### config.mk
export PLATFORM = sky130hd
export DESIGN_NAME = fp_mac_operand_loader_flat
export DESIGN_NICKNAME = d
export VERILOG_FILES = /design/src/rtl/fp_mac_operand_loader_pkg.sv /design/src/rtl/fp_mac_operand_loader_if.sv /design/src/rtl/fp_mac_operand_loader_sync_edge_det.sv /design/src/rtl/fp_mac_operand_loader.sv /design/src/flat_wrapper.sv
export SDC_FILE = /design/constraint.sdc
export NUM_CORES = 1
export LEC_CHECK = 0
export CAP_MARGIN = 10
export CORE_MARGIN = 5
export CORE_UTILIZATION = 25
export CTS_BUF_LIST = sky130_fd_sc_hd__clkbuf_4
export DETAILED_ROUTE_END_ITERATION = 12
export HOLD_SLACK_MARGIN = 0.15
export PLACE_DENSITY = 0.45
export SETUP_SLACK_MARGIN = 0.4
export SLEW_MARGIN = 30
export SYNTH_ARGS = -nofsm -noshare
export SYNTH_HDL_FRONTEND = slang
export SYNTH_SLANG_ARGS = --single-unit
export TNS_END_PERCENT = 5
### constraint.sdc
create_clock -name clk -period 5 [get_ports clk]
set_clock_uncertainty 0.05 [all_clocks]
set_input_delay 1.25 -clock clk [delete_from_list [all_inputs] [get_ports clk]]
set_output_delay 1.25 -clock clk [all_outputs]
set_load 0.02 [all_outputs]
### src/rtl/fp_mac_operand_loader_pkg.sv
// Shared types and constants for the FP MAC operand loader.
package fp_mac_pkg;

   localparam int OP_W_DEFAULT   = 16;
   localparam int BYTE_W_DEFAULT = 8;

   // Command byte bit positions.
   localparam int CMD_CLR_BIT = 0;
   localparam int CMD_NEG_BIT = 1;

   // Frame position: which byte the loader expects next, or ISSUE while
   // a completed operation waits for the MAC core.
   typedef enum logic [2:0] {
      CMD   = 3'd0,
      A_HI  = 3'd1,
      A_LO  = 3'd2,
      B_HI  = 3'd3,
      B_LO  = 3'd4,
      ISSUE = 3'd5
   } ldr_state_t;

endpackage

### src/rtl/fp_mac_operand_loader_if.sv
// Operation handshake between the operand loader and the MAC datapath.
interface fp_mac_operand_loader_if
   import fp_mac_pkg::*;
#(
   parameter int OP_W = OP_W_DEFAULT
);
   logic [OP_W-1:0] op_a;
   logic [OP_W-1:0] op_b;
   logic            op_clr;
   logic            op_neg;
   logic            op_valid;
   logic            op_ready;

   // Loader side: presents the operation.
   modport master (
      output op_a, op_b, op_clr, op_neg, op_valid,
      input  op_ready
   );

   // MAC side: consumes the operation.
   modport slave (
      input  op_a, op_b, op_clr, op_neg, op_valid,
      output op_ready
   );
endinterface

### src/rtl/fp_mac_operand_loader_sync_edge_det.sv
// Two-flop synchroniser for an asynchronous pad strobe followed by a
// registered rising-edge detector; a held-high strobe gives one pulse.
module sync_edge_det (
   input  logic clk,
   input  logic rst,
   input  logic async_in,
   output logic pulse
);
   logic meta;
   logic sync;
   logic sync_d;

   // Synchronise the level, delay it once more, and register the rise.
   always_ff @(posedge clk or posedge rst) begin
      if (rst) begin
         meta   <= 1'b0;
         sync   <= 1'b0;
         sync_d <= 1'b0;
         pulse  <= 1'b0;
      end else begin
         meta   <= async_in;
         sync   <= meta;
         sync_d <= sync;
         pulse  <= sync & ~sync_d;
      end
   end
endmodule

### src/rtl/fp_mac_operand_loader.sv
// Assembles a 5-byte pad frame (CMD, A_HI, A_LO, B_HI, B_LO) into one
// MAC operation and holds it on a valid/ready handshake.
//
// state | meaning
// ------+------------------------------------------------------------
// CMD   | idle / waiting for the command byte
// A_HI  | waiting for operand A high byte
// A_LO  | waiting for operand A low byte
// B_HI  | waiting for operand B high byte
// B_LO  | waiting for operand B low byte
// ISSUE | operation valid, waiting for op_ready; extra bytes flag ovf
module fp_mac_operand_loader
   import fp_mac_pkg::*;
#(
   parameter int OP_W   = OP_W_DEFAULT,
   parameter int BYTE_W = BYTE_W_DEFAULT
) (
   input  logic                     clk,
   input  logic                     rst,
   input  logic                     ena,
   input  logic [BYTE_W-1:0]        in_byte,
   input  logic                     in_stb,
   input  logic                     in_abort,
   fp_mac_operand_loader_if.master  op_if,
   output logic                     busy,
   output logic                     ovf
);
   ldr_state_t        state;
   ldr_state_t        state_nxt;
   logic              valid_q;
   logic              valid_nxt;
   logic              ovf_q;
   logic              ovf_nxt;
   logic              byte_ev;

   logic              ld_cmd;
   logic              ld_a_hi;
   logic              ld_a_lo;
   logic              ld_b_hi;
   logic              ld_b_lo;

   logic              clr_q;
   logic              neg_q;
   logic [BYTE_W-1:0] a_hi_q;
   logic [BYTE_W-1:0] a_lo_q;
   logic [BYTE_W-1:0] b_hi_q;
   logic [BYTE_W-1:0] b_lo_q;

   sync_edge_det u_stb_sync (
      .clk      (clk),
      .rst      (rst),
      .async_in (in_stb),
      .pulse    (byte_ev)
   );

   // FSM state, handshake valid and sticky overrun flag.
   always_ff @(posedge clk or posedge rst) begin
      if (rst) begin
         state   <= CMD;
         valid_q <= 1'b0;
         ovf_q   <= 1'b0;
      end else begin
         state   <= state_nxt;
         valid_q <= valid_nxt;
         ovf_q   <= ovf_nxt;
      end
   end

   // Next state and byte-load strobes; abort wins over bytes and handshake,
   // and a low ena freezes everything except abort.
   always_comb begin
      state_nxt = state;
      valid_nxt = valid_q;
      ovf_nxt   = ovf_q;
      ld_cmd    = 1'b0;
      ld_a_hi   = 1'b0;
      ld_a_lo   = 1'b0;
      ld_b_hi   = 1'b0;
      ld_b_lo   = 1'b0;
      if (in_abort) begin
         state_nxt = CMD;
         valid_nxt = 1'b0;
         ovf_nxt   = 1'b0;
      end else if (ena) begin
         case (state)
            CMD: begin
               if (byte_ev) begin
                  ld_cmd    = 1'b1;
                  state_nxt = A_HI;
               end
            end
            A_HI: begin
               if (byte_ev) begin
                  ld_a_hi   = 1'b1;
                  state_nxt = A_LO;
               end
            end
            A_LO: begin
               if (byte_ev) begin
                  ld_a_lo   = 1'b1;
                  state_nxt = B_HI;
               end
            end
            B_HI: begin
               if (byte_ev) begin
                  ld_b_hi   = 1'b1;
                  state_nxt = B_LO;
               end
            end
            B_LO: begin
               if (byte_ev) begin
                  ld_b_lo   = 1'b1;
                  state_nxt = ISSUE;
                  valid_nxt = 1'b1;
               end
            end
            ISSUE: begin
               if (byte_ev) begin
                  ovf_nxt = 1'b1;
               end
               if (valid_q && op_if.op_ready) begin
                  valid_nxt = 1'b0;
                  state_nxt = CMD;
               end
            end
            default: begin
               state_nxt = CMD;
               valid_nxt = 1'b0;
            end
         endcase
      end
   end

   // Command and operand byte registers; kept across abort, cleared by reset.
   always_ff @(posedge clk or posedge rst) begin
      if (rst) begin
         clr_q  <= 1'b0;
         neg_q  <= 1'b0;
         a_hi_q <= '0;
         a_lo_q <= '0;
         b_hi_q <= '0;
         b_lo_q <= '0;
      end else begin
         if (ld_cmd) begin
            clr_q <= in_byte[CMD_CLR_BIT];
            neg_q <= in_byte[CMD_NEG_BIT];
         end
         if (ld_a_hi) a_hi_q <= in_byte;
         if (ld_a_lo) a_lo_q <= in_byte;
         if (ld_b_hi) b_hi_q <= in_byte;
         if (ld_b_lo) b_lo_q <= in_byte;
      end
   end

   assign op_if.op_a     = {a_hi_q, a_lo_q};
   assign op_if.op_b     = {b_hi_q, b_lo_q};
   assign op_if.op_clr   = clr_q;
   assign op_if.op_neg   = neg_q;
   assign op_if.op_valid = valid_q;
   assign busy           = (state != CMD);
   assign ovf            = ovf_q;

endmodule

### src/flat_wrapper.sv
// flat-port wrapper written by rule: the top's interface ports become plain ports
module fp_mac_operand_loader_flat import fp_mac_pkg::*;
#(
   parameter int OP_W   = OP_W_DEFAULT,
   parameter int BYTE_W = BYTE_W_DEFAULT
)
  (clk, rst, ena, in_byte, in_stb, in_abort, busy, ovf, op_if_op_a, op_if_op_b, op_if_op_clr, op_if_op_neg, op_if_op_valid, op_if_op_ready);
  fp_mac_operand_loader_if #(.OP_W(OP_W)) op_if_i ();
  input  logic clk;
  input  logic rst;
  input  logic ena;
  input  logic [BYTE_W-1:0] in_byte;
  input  logic in_stb;
  input  logic in_abort;
  output logic busy;
  output logic ovf;
  output wire logic [$bits(op_if_i.op_a)-1:0] op_if_op_a;
  output wire logic [$bits(op_if_i.op_b)-1:0] op_if_op_b;
  output wire logic [$bits(op_if_i.op_clr)-1:0] op_if_op_clr;
  output wire logic [$bits(op_if_i.op_neg)-1:0] op_if_op_neg;
  output wire logic [$bits(op_if_i.op_valid)-1:0] op_if_op_valid;
  input wire logic [$bits(op_if_i.op_ready)-1:0] op_if_op_ready;
  assign op_if_op_a = op_if_i.op_a;
  assign op_if_op_b = op_if_i.op_b;
  assign op_if_op_clr = op_if_i.op_clr;
  assign op_if_op_neg = op_if_i.op_neg;
  assign op_if_op_valid = op_if_i.op_valid;
  assign op_if_i.op_ready = op_if_op_ready;
  fp_mac_operand_loader #(.OP_W(OP_W), .BYTE_W(BYTE_W)) u_core (.clk(clk), .rst(rst), .ena(ena), .in_byte(in_byte), .in_stb(in_stb), .in_abort(in_abort), .op_if(op_if_i), .busy(busy), .ovf(ovf));
endmodule
======== Word level (Yosys, flattened, before mapping) ========
Cells that the tools add are included.
word-level totals
  flip-flop bits (word level) ............. 43
  latch bits .............................. 0
  RAM bits ................................ 0
  memory bits (read-only) ................. 0
  bits of input ports ..................... 14
  output and inout port bits .............. 37
  logic and storage cells ................. 70
  memories kept ........................... 0
operators by class
  add/sub/neg operators ................... 0
  multiply operators ...................... 0
  divide/modulo/power cells ............... 0
  order comparisons ....................... 0
  equal/unequal tests ..................... 12
  shift operators ......................... 0
  muxes and demuxes ....................... 33
  bitwise logic cells ..................... 2
  reductions and logical operators ........ 10
operators with widths
  kind                number
  $mux 3              8
  $mux 1              23
  $pmux 3 s6          1
  $ne 3x3->1 const B  5
  $reduce_and 7->1    1
  $eq 3x2->1 const B  2
  $eq 3x3->1 const B  2
  $reduce_bool 2->1   3
  $reduce_and 4->1    1
  $reduce_or 4->1     1
  $eq 3x1->1 const B  1
  $logic_not 3->1     1
  $ne 3x2->1 const B  1
  $pmux 1 s3          1
  $reduce_and 3->1    1
  $reduce_bool 3->1   1
  $ne 2x1->1 const B  1
  $and 1x1->1         1
  $logic_and 1x1->1   1
  $not 1->1           1

======== Longest topological paths before layout ========
Gate-level depths: netlist of run 1.
  word-level depth ........................ 5
  gate-level depth with buffers ........... 5
  gate-level depth less buffers ........... 3

======== Hierarchy ========
A second synthesis of run 1 with hierarchy kept.
second synthesis, totals
  cell total of the unflattened synthesis .. 117
  area, all modules ....................... 1736.7 um^2
by module, submodules not included
  module                 instances  cells each  area each (um^2)  seq. area each (um^2)
  fp_mac_operand_loader  1          111         1619.1            975.9
  sync_edge_det          1          6           117.6             100.1

======== Worst setup path before layout of run 1 ========
OpenSTA, ideal clock, no wires.
  kind .................................... input-to-reg
  start point ............................. in in_abort
  end point ............................... reg u_core.b_hi_q[0]
  setup time .............................. 125 ps
  arrival ................................. 2195 ps
  required time ........................... 4825 ps
  path slack .............................. 2630 ps
  stages on the path ...................... 4
  path buffers ............................ 1
  cell sequence ........................... and4bb_4 -> and3_1 -> buf_6 -> mux2_4
on the way
  cells in the longest elaborated chain, start to end .. 1
RTL lines
  item                    line                          source
  start: declaration      flat_wrapper.sv:14            input logic in_abort;
  $mux 1                  fp_mac_operand_loader.sv:80   if (in_abort) begin
  end signal: assignment  fp_mac_operand_loader.sv:150  if (ld_b_hi) b_hi_q <= in_byte;
  end: declaration        fp_mac_operand_loader.sv:46   logic [BYTE_W-1:0] b_hi_q;
Every way passes these cells.
A chain may end at the register's enable or synchronous reset.

======== Final worst setup path of run 1 ========
  start point ............................. reg u_core.state[0]
  end point ............................... out busy
on the way
  cells in the longest elaborated chain, start to end .. 1
RTL lines
  item                      line                          source
  start: declaration        fp_mac_operand_loader.sv:28   ldr_state_t state;
  start signal: assignment  fp_mac_operand_loader.sv:63   state <= state_nxt;
  $reduce_bool 3->1         fp_mac_operand_loader.sv:160  assign busy = (state != CMD);
  end: declaration          flat_wrapper.sv:15            output logic busy;
Every way passes these cells.

==> flow_metrics.tcl, run 1 <==
set metrics [dict create \
    coreArea_um2 6790 \
    yosysSeqAreaShare 0.620 \
    dieArea_um2 8710 \
    setup_viol 0 \
    hold_path_depth 0 \
    die_h_um 93.3 \
    insertion_delay_ns 0.34 \
    antenna_found_initial 0 \
    maxSlewHeadroom 0.639 \
    crit_fanout 11 \
    dp.final_hpwl_mm 2.92 \
    grt_pass1_wl_mm 6.62 \
    wire_per_inst_um 15.5 \
    grt_max_degree 44 \
    io_buffers 50 \
    fmax_mhz 321 \
    ys_ff_latch 43 \
    fin_nets 185 \
    final_util 0.352 \
    grt_use_total 0.101 \
    drv_slew 0 \
    row_count 30 \
    rsz0062_at_grt "false" \
    grt_pass1_vias 1241 \
    irDropWorstVdd_mv 0.0892 \
    syn_nets 131 \
    power_density_nw_per_um2 264 \
    cp-startpoint "u_core.state[0]" \
    yosysWarnings 0 \
    drt_iter0_markers 32 \
    finalHoldViolCount 0 \
    end_kind "output port" \
    hold_class "flop to flop" \
    die_w_um 93.3 \
    cts_made_buffers 5 \
    r2r_start "u_core.state[2]" \
    routabilityCongestion 0.707 \
    initial_core_util 0.256 \
    postPlaceCellArea_um2 2340 \
    worstReg2RegEnd "u_core.b_hi_q[3]" \
    cts.sink_count 43 \
    drive_gt1_frac 0.273 \
    gr-total-overflow 0 \
    required_ns 3.70 \
    setup_tns_ns 0 \
    min_to "u_core.u_stb_sync.sync" \
    htreeDepth 2 \
    insertedDiodeCount 0 \
    area_delta_synth_final_pct 37.8 \
    clkTransAtPathRegs_ns 0.12 \
    clockRootBuffer "clkbuf_4" \
    critical_path_class "flop to output port" \
    drt-pass1-iter-count 4 \
    syn_inst 117 \
    tritoncts "done" \
    hold_path.startpoint "u_core.u_stb_sync.meta" \
    synth_cell_types 26 \
    status "finished, final reports clean" \
    syn-cell-area_um2 1740 \
    drcViolationCount 0 \
    drtAntennaViolNets 0 \
    viasPerCell 4.16 \
    worst_pin_slew_ns 0.542 \
    ctsResizeCount 0 \
    syn_area_per_cell_um2 14.8 \
    p_leak_nw 1.07 \
    vias 1116 \
    stdcell_area_um2 2390 \
    cp-start-kind "flop" \
    cp.arrival_ns 1.81 \
    post-cts-setup-buffer-count 0 \
    post-route-period-util 0.623 \
    postCtsHoldBufs 0 \
    clockBufferDepth 2 \
    pin_count 51 \
    finalCriticalPeriod_ns 3.11 \
    totalWireLength_mm 4.14 \
    maxCapViolations 0 \
    r2r.worst_path.cells 3 \
    rrSetupSlack_ns 3.10 \
]
[where the power goes]
| part | internal, mW | total [mW] | switching [mW] |
|---|---|---|---|
| Sequential | 0.364 | 0.374 | 0.00973 |
| Combinational | 0.0471 | 0.0908 | 0.0437 |
| Clock | 0.0598 | 0.168 | 0.109 |
[sequential cells by signal, indices dropped and copies added, names as in the netlist]
| name | count |
|---|---|
| u_core.a_hi_q | 8 |
| u_core.a_lo_q | 8 |
| u_core.b_hi_q | 8 |
| u_core.b_lo_q | 8 |
| u_core.op_if.op_clr | 1 |
| u_core.op_if.op_neg | 1 |
| u_core.op_if.op_valid | 1 |
| u_core.ovf | 1 |
| u_core.state | 3 |
| u_core.u_stb_sync.meta | 1 |
| u_core.u_stb_sync.pulse | 1 |
| u_core.u_stb_sync.sync | 1 |
| u_core.u_stb_sync.sync_d | 1 |
[Yosys cell counts]
cell type | instances | area [um^2]
and3_1 | 1 | 6.26
o211ai_1 | 1 | 7.51
and2_1 | 1 | 6.26
nor2b_1 | 3 | 18.8
nor3_1 | 1 | 5.00
nand2b_1 | 1 | 6.26
nand3b_2 | 1 | 11.3
and3b_1 | 1 | 8.76
a21oi_1 | 3 | 15.0
nand2_2 | 1 | 6.26
nor4b_2 | 1 | 15.0
mux2_4 | 8 | 120
nand3_1 | 2 | 10.0
o21ai_0 | 3 | 15.0
or3_1 | 1 | 6.26
dfrtp_1 | 43 | 1080
mux2_2 | 26 | 293
inv_1 | 2 | 7.51
nor2_1 | 3 | 11.3
nand2_1 | 5 | 18.8
a32oi_1 | 1 | 8.76
buf_6 | 1 | 11.3
buf_4 | 1 | 7.51
a31oi_1 | 3 | 18.8
and4bb_4 | 1 | 16.3
buf_2 | 2 | 10.0
[cell usage in the layout, fill, tap and decap left out]
cell / netlist / routed
inv_1: 2 / 1
nand2b_1: 1 / 1
nand2_2: 1 / 1
a31oi_1: 3 / 3
nor4b_2: 1 / 1
clkdlybuf4s50_1: 0 / 50
buf_4: 1 / 1
o21ai_0: 3 / 3
nand3_1: 2 / 2
or3_1: 1 / 1
nor2_1: 3 / 3
o211ai_1: 1 / 1
nand2_1: 5 / 5
clkbuf_4: 0 / 6
and3b_1: 1 / 1
clkinvlp_4: 0 / 1
and2_1: 1 / 1
clkinv_2: 0 / 1
mux2_4: 8 / 8
nor2b_1: 3 / 3
nand3b_2: 1 / 1
and4bb_4: 1 / 1
a32oi_1: 1 / 1
dfrtp_1: 43 / 43
a21oi_1: 3 / 3
nor3_1: 1 / 1
clkinv_1: 0 / 1
mux2_2: 26 / 26
and3_1: 1 / 1
[kinds of logic after synthesis]
logic type / after synthesis / synth area share
flops: 43 / 0.620
mux: 34 / 0.238
buf+inv: 6 / 0.0209
simple gates: 23 / 0.0843
compound gates: 11 / 0.0375
[metrics by stage]
stage	hold slack [ns]	power, mW	instances	setup slack, ns
CTS	0.317	0.649	268	1.86
detailed placement	0.289	0.473	260	1.75
floorplan	0.281	0.421	117	2.63
global route	0.327	0.671	268	1.82
finish	0.315	0.633	268	1.89
global placement	0.285	0.471	260	1.82
[cell type report]
cell class	count	area (um^2)
Clock buffer	6	45.0
Clock inverter	2	12.5
Fill cell	666	4400
Inverter	2	7.51
Multi-Input combinational cell	68	624
Sequential cell	43	1080
Tap cell	96	120
Timing Repair Buffer	51	508
[worst max-delay path by stage]
stage | slack (ns) | end
CTS | 1.86 | busy
floorplan | 2.63 | u_core.b_hi_q[0]
global placement | 1.82 | u_core.b_hi_q[4]
global route | 1.82 | busy
finish | 1.89 | busy
detailed placement | 1.75 | u_core.b_hi_q[5]
[routing by layer]
metal | global-route usage | part of all wire
met3 | 0.0386 | 0.070
met4 | 0.0391 | 0.0084
met5 | 0 | 0
met2 | 0.163 | 0.51
met1 | 0.121 | 0.41
[critical path, cell delays in order (launching register included)]
cell	delay, ns
dfrtp_1	0.51
or3_1	0.40
clkdlybuf4s50_1	0.55
Power figures use the tool's default switching activity.
==> run 2: changes to the inputs <==
==> constraint.sdc (replaced) <==
create_clock -name clk -period 3.2 [get_ports clk]
set_clock_uncertainty 0.05 [all_clocks]
set_input_delay 0.8 -clock clk [delete_from_list [all_inputs] [get_ports clk]]
set_output_delay 0.8 -clock clk [all_outputs]
set_load 0.02 [all_outputs]
==> run 2 against run 1 <==
  * Combinational power increased by 56%
  * Sequential share of layout area unchanged
  * Highest routed layer unchanged
  * Routed wire length increased by 1.5%
  * Register-to-register slack got worse by 1.8 ns
  * Core utilization unchanged
  * Sequential power increased by 56%
  * Clock power increased by 60%
  * Via count increased by 0.72%
==> flow_metrics.tcl, run 2 (synthesis gave the netlist of run 1 again) <==
set metrics [dict create \
    wl_met3_um 290 \
    coreArea_um2 6790 \
    maxSlewHeadroom 0.636 \
    grt_use_total 0.104 \
    grt_pass1_wl_mm 6.83 \
    maxCapViolations 0 \
    die_w_um 93.3 \
    irDropWorstVdd_mv 0.170 \
    final_common_cell "clkdlybuf4s50_1" \
    dr_wl_met2_mm 2.07 \
    totalWireLength_mm 4.21 \
    finalCriticalPeriod_ns 2.68 \
    drt-pass1-iter-count 5 \
    initial_core_util 0.256 \
    post-cts-setup-buffer-count 0 \
    switching_share 0.260 \
    postCtsHoldBufs 0 \
    setup_viol 0 \
    r2r_start "u_core.state[2]" \
    pin_count 51 \
    antenna_found_initial 0 \
    setup_tns_ns 0 \
    p_int_mw 0.736 \
    cp-start-kind "flop" \
    drtAntennaViolNets 0 \
    cp.arrival_ns 1.83 \
    dp.final_hpwl_mm 2.96 \
    pwr-share-clk 0.270 \
    cts_made_buffers 5 \
    drcViolationCount 0 \
    viasPerCell 4.19 \
    io_buffers 50 \
    layout_setup_ws_ns 0.522 \
    post-route-period-util 0.837 \
    drv_slew 0 \
    required_ns 2.35 \
    gr-total-overflow 0 \
    combPwrFrac 0.143 \
    hold_path.startpoint "u_core.u_stb_sync.meta" \
    end_kind "output port" \
    rsz0062_at_grt "false" \
    hold_class "flop to flop" \
    power_switching_mw 0.259 \
    finalHoldViolCount 0 \
    worst_pin_slew_ns 0.546 \
    die_h_um 93.3 \
    fin_nets 185 \
    status "finished, final reports clean" \
    p_seq_frac 0.587 \
    ctsResizeCount 0 \
    critical_path_class "flop to output port" \
    clockBufferDepth 2 \
    grt_max_degree 44 \
    wire_per_inst_um 15.7 \
    crit_fanout 11 \
    power_density_nw_per_um2 415 \
    drive_gt1_frac 0.273 \
    htreeDepth 2 \
    tritoncts "done" \
    clockRootBuffer "clkbuf_4" \
    clkTransAtPathRegs_ns 0.13 \
    drt-met1-wl_mm 1.79 \
    insertedDiodeCount 0 \
    routabilityCongestion 0.702 \
    drt_iter0_markers 21 \
    layout_common_cells "clkdlybuf4s50_1 (50), dfrtp_1 (43), mux2_2 (26), mux2_4 (8), clkbuf_4 (6)" \
    p_leak_nw 1.07 \
    dieArea_um2 8710 \
    insertion_delay_ns 0.35 \
    vias 1124 \
    row_count 30 \
    cts.sink_count 43 \
    fmax_mhz 373 \
    post-place-ws_ns 0.383 \
    top_layer "met4" \
    cp-startpoint "u_core.state[0]" \
    area_delta_synth_final_pct 37.8 \
    grt_pass1_vias 1254 \
]
-- run 2: cell counts in the layout (fill, tap and decap cells not counted) --
Identical to the previous run, type by type.
-- run 2: final cells by class --
| cell class | count | area (um^2) |
|---|---|---|
| clock buffers | 6 | 45.0 |
| multi-input cells | 68 | 624 |
| well taps | 96 | 120 |
| inverters | 2 | 7.51 |
| flip-flops and latches | 43 | 1080 |
| fillers | 661 | 4400 |
| clock inverters | 2 | 12.5 |
| repair buffers | 51 | 508 |
-- run 2: stage by stage --
step	utilization	std cells	hold WS [ns]	power [mW]	cell area [um^2]
2_1_floorplan	-	117	0.281	0.657	1740
3_3_place_gp	0.344	260	0.283	0.736	2340
3_5_place_dp	0.344	260	0.306	0.740	2340
4_1_cts	0.352	268	0.335	1.01	2390
5_1_grt	0.352	268	0.339	1.05	2390
6_report	0.352	268	0.324	0.994	2390
-- run 2: power by group through the flow --
stage | Sequential [mW] | Clock (mW) | Combinational (mW)
6_report | 0.584 | 0.268 | 0.142
5_1_grt | 0.589 | 0.306 | 0.154
4_1_cts | 0.585 | 0.285 | 0.145
3_5_place_dp | 0.595 | 0 | 0.145
3_3_place_gp | 0.594 | 0 | 0.142
2_1_floorplan | 0.619 | 0 | 0.0383
-- run 2: worst paths after layout --
| check | to | slack (ns) | cells past startpoint |
|---|---|---|---|
| worst max-delay path | busy | 0.52 | 2 |
| worst min-delay path | u_core.u_stb_sync.sync | 0.32 | 0 |
| worst max register to register | u_core.b_hi_q[3] | 1.31 | 3 |
| worst min register to register | u_core.u_stb_sync.sync | 0.32 | 0 |
| max in group asynchronous | u_core.b_hi_q[4] | 1.89 | 3 |
| min in group asynchronous | u_core.u_stb_sync.pulse | 0.82 | 3 |
-- run 2: critical path: stages (launching register included) --
cell	delay, ns
dfrtp_1	0.52
or3_1	0.40
clkdlybuf4s50_1	0.55
-- run 2: metal layers --
layer	GRT usage	vias to the layer above
li1	-	524
met5	0	-
met4	0.0403	0
met1	0.126	551
met2	0.169	41
met3	0.0378	8
==> run 3: changes to the inputs <==
--- a/config.mk
+++ b/config.mk
@@ -11,7 +11,7 @@
 export CTS_BUF_LIST = sky130_fd_sc_hd__clkbuf_4
 export DETAILED_ROUTE_END_ITERATION = 12
 export HOLD_SLACK_MARGIN = 0.15
-export PLACE_DENSITY = 0.45
+export PLACE_DENSITY = 0.46
 export SETUP_SLACK_MARGIN = 0.4
 export SLEW_MARGIN = 30
 export SYNTH_ARGS = -nofsm -noshare
==> constraint.sdc (replaced) <==
create_clock -name clk -period 2.4 [get_ports clk]
set_clock_uncertainty 0.05 [all_clocks]
set_input_delay 0.6 -clock clk [delete_from_list [all_inputs] [get_ports clk]]
set_output_delay 0.6 -clock clk [all_outputs]
set_load 0.02 [all_outputs]
==> run 3 against run 2 <==
  * Register-to-register slack got worse by 0.67 ns
  * Die area did not move
  * Sequential power rose by 33%
  * Combinational power rose by 38%
  * Total power rose by 33%
  * Sequential share of layout area fell by 1.4 points
  * Via count rose by 5.8%
  * Critical path depth fell by 1
  * Critical path type unchanged
==> flow_metrics.tcl, run 3 (synthesis gave the netlist of run 1 again) <==
set metrics [dict create \
    irDropWorstVdd_mv 0.251 \
    crit_cells 1 \
    row_count 30 \
    status "finished, final reports clean" \
    fmax_mhz 496 \
    die_w_um 93.3 \
    fin_nets 194 \
    r2r_start "u_core.state[2]" \
    finalCriticalPeriod_ns 2.02 \
    cts_made_buffers 5 \
    pin_count 51 \
    cts.sink_count 43 \
    drv_slew 0 \
    finalHoldViolCount 0 \
    grt_use_total 0.103 \
    area_delta_synth_final_pct 42.3 \
    critical_path_class "flop to output port" \
    worst_pin_slew_ns 0.649 \
    clockBufferDepth 2 \
    cp-start-kind "flop" \
    drtAntennaViolNets 0 \
    fill_cells 659 \
    layout_setup_ws_ns 0.384 \
    end_kind "output port" \
    tritoncts "done" \
    die_h_um 93.3 \
    drive_gt1_frac 0.320 \
    vias 1189 \
    viasPerCell 4.29 \
    cp-startpoint "u_core.b_hi_q[4]" \
    layout_common_cells "clkdlybuf4s50_1 (47), dfrtp_1 (42), mux2_2 (26), buf_4 (9), mux2_4 (8)" \
    initial_core_util 0.256 \
    dp.final_hpwl_mm 3.15 \
    dr_wl_met2_mm 2.12 \
    drt-pass1-iter-count 4 \
    maxCapViolations 0 \
    antenna_found_initial 0 \
    hold_path_depth 0 \
    dieArea_um2 8710 \
    required_ns 1.75 \
    post-route-period-util 0.840 \
    cp_num_buf_inv 1 \
    path_cells "clkdlybuf4s50_1" \
    setup_viol 0 \
    io_buffers 50 \
    power_density_nw_per_um2 536 \
    grt_pass1_wl_mm 6.93 \
    p_leak_nw 1.14 \
    rsz0062_at_grt "true" \
    slowest_stage "clkdlybuf4s50_1" \
    insertion_delay_ns 0.35 \
    hold_class "flop to flop" \
    gr-total-overflow 0 \
    totalWireLength_mm 4.24 \
    grt_pass1_vias 1322 \
    wl_met3_um 373 \
    insertedDiodeCount 0 \
    routabilityCongestion 0.750 \
    wire_per_inst_um 15.3 \
    clockRootBuffer "clkbuf_4" \
    final_common_cell "clkdlybuf4s50_1" \
    coreArea_um2 6790 \
    cp.arrival_ns 1.37 \
    grt_max_degree 20 \
    setup_tns_ns 0 \
    crit_family "buffers and inverters" \
    worst_path_largest_cell_delay_ns 0.63 \
    htreeDepth 2 \
    drt-met1-wl_mm 1.69 \
    final_util 0.364 \
    hold_path.startpoint "u_core.u_stb_sync.meta" \
    drt_iter0_markers 35 \
    r2r.worst_path.cells 5 \
    clkTransAtPathRegs_ns 0.13 \
    drcViolationCount 0 \
    top_layer "met4" \
    crit_fanout 2 \
    maxSlewHeadroom 0.565 \
    post-place-ws_ns 0.146 \
]
==> run 3: changes by cell type in the layout (fill, tap and decap cells not counted) <==
| cell | previous run | this run |
|---|---|---|
| clkdlybuf4s50_1 | 50 | 47 |
| dlygate4sd2_1 | 0 | 1 |
| buf_4 | 1 | 9 |
| dlymetal6s2s_1 | 0 | 1 |
| buf_12 | 0 | 1 |
| dfrtp_1 | 43 | 42 |
| dfrtp_2 | 0 | 1 |
| buf_2 | 0 | 1 |
==> run 3: final cells by class <==
| type | count | area [um^2] | share of cell area |
|---|---|---|---|
| flip-flops and latches | 43 | 1080 | 0.436 |
| multi-input cells | 68 | 624 | 0.253 |
| repair buffers | 60 | 584 | 0.236 |
| well taps | 96 | 120 | 0.0486 |
| clock buffers | 6 | 45.0 | 0.0182 |
| clock inverters | 2 | 12.5 | 0.00506 |
| inverters | 2 | 7.51 | 0.00304 |
==> run 3: stage by stage <==
stage | area [um^2] | total power [mW] | hold slack (ns) | instances
5_1_grt | 2470 | 1.40 | 0.329 | 277
6_report | 2470 | 1.33 | 0.312 | 277
3_3_place_gp | 2410 | 0.987 | 0.284 | 268
4_1_cts | 2470 | 1.36 | 0.316 | 277
2_1_floorplan | 1740 | 0.876 | 0.281 | 117
3_5_place_dp | 2410 | 0.992 | 0.287 | 268
==> run 3: repair_timing <==
action,4_1_cts,5_1_grt
setup endpoints to repair,32,36
hold buffers,0,0
setup buffers,1,0
resized for setup,5,2
==> run 3: report_power, final <==
group | switching [mW] | internal [mW] | leakage, nW
Sequential | 0.0191 | 0.758 | 0.582
Clock | 0.227 | 0.125 | 0.0317
Combinational | 0.0946 | 0.102 | 0.527
Total | 0.341 | 0.984 | 1.14
==> run 3: path summary, 6_finish.rpt <==
check | endpoint | slack (ns)
max | op_if_op_b[12] | 0.38
min | u_core.u_stb_sync.sync | 0.31
max reg2reg | u_core.b_hi_q[6] | 0.64
min reg2reg | u_core.u_stb_sync.sync | 0.31
max in group asynchronous | u_core.a_lo_q[3] | 1.23
min in group asynchronous | u_core.b_hi_q[4] | 0.50
==> run 3: per-layer routing <==
layer	up-vias	track usage
li1	537	-
met1	604	0.122
met2	43	0.168
met3	5	0.0459
met4	0	0.0330
met5	-	0
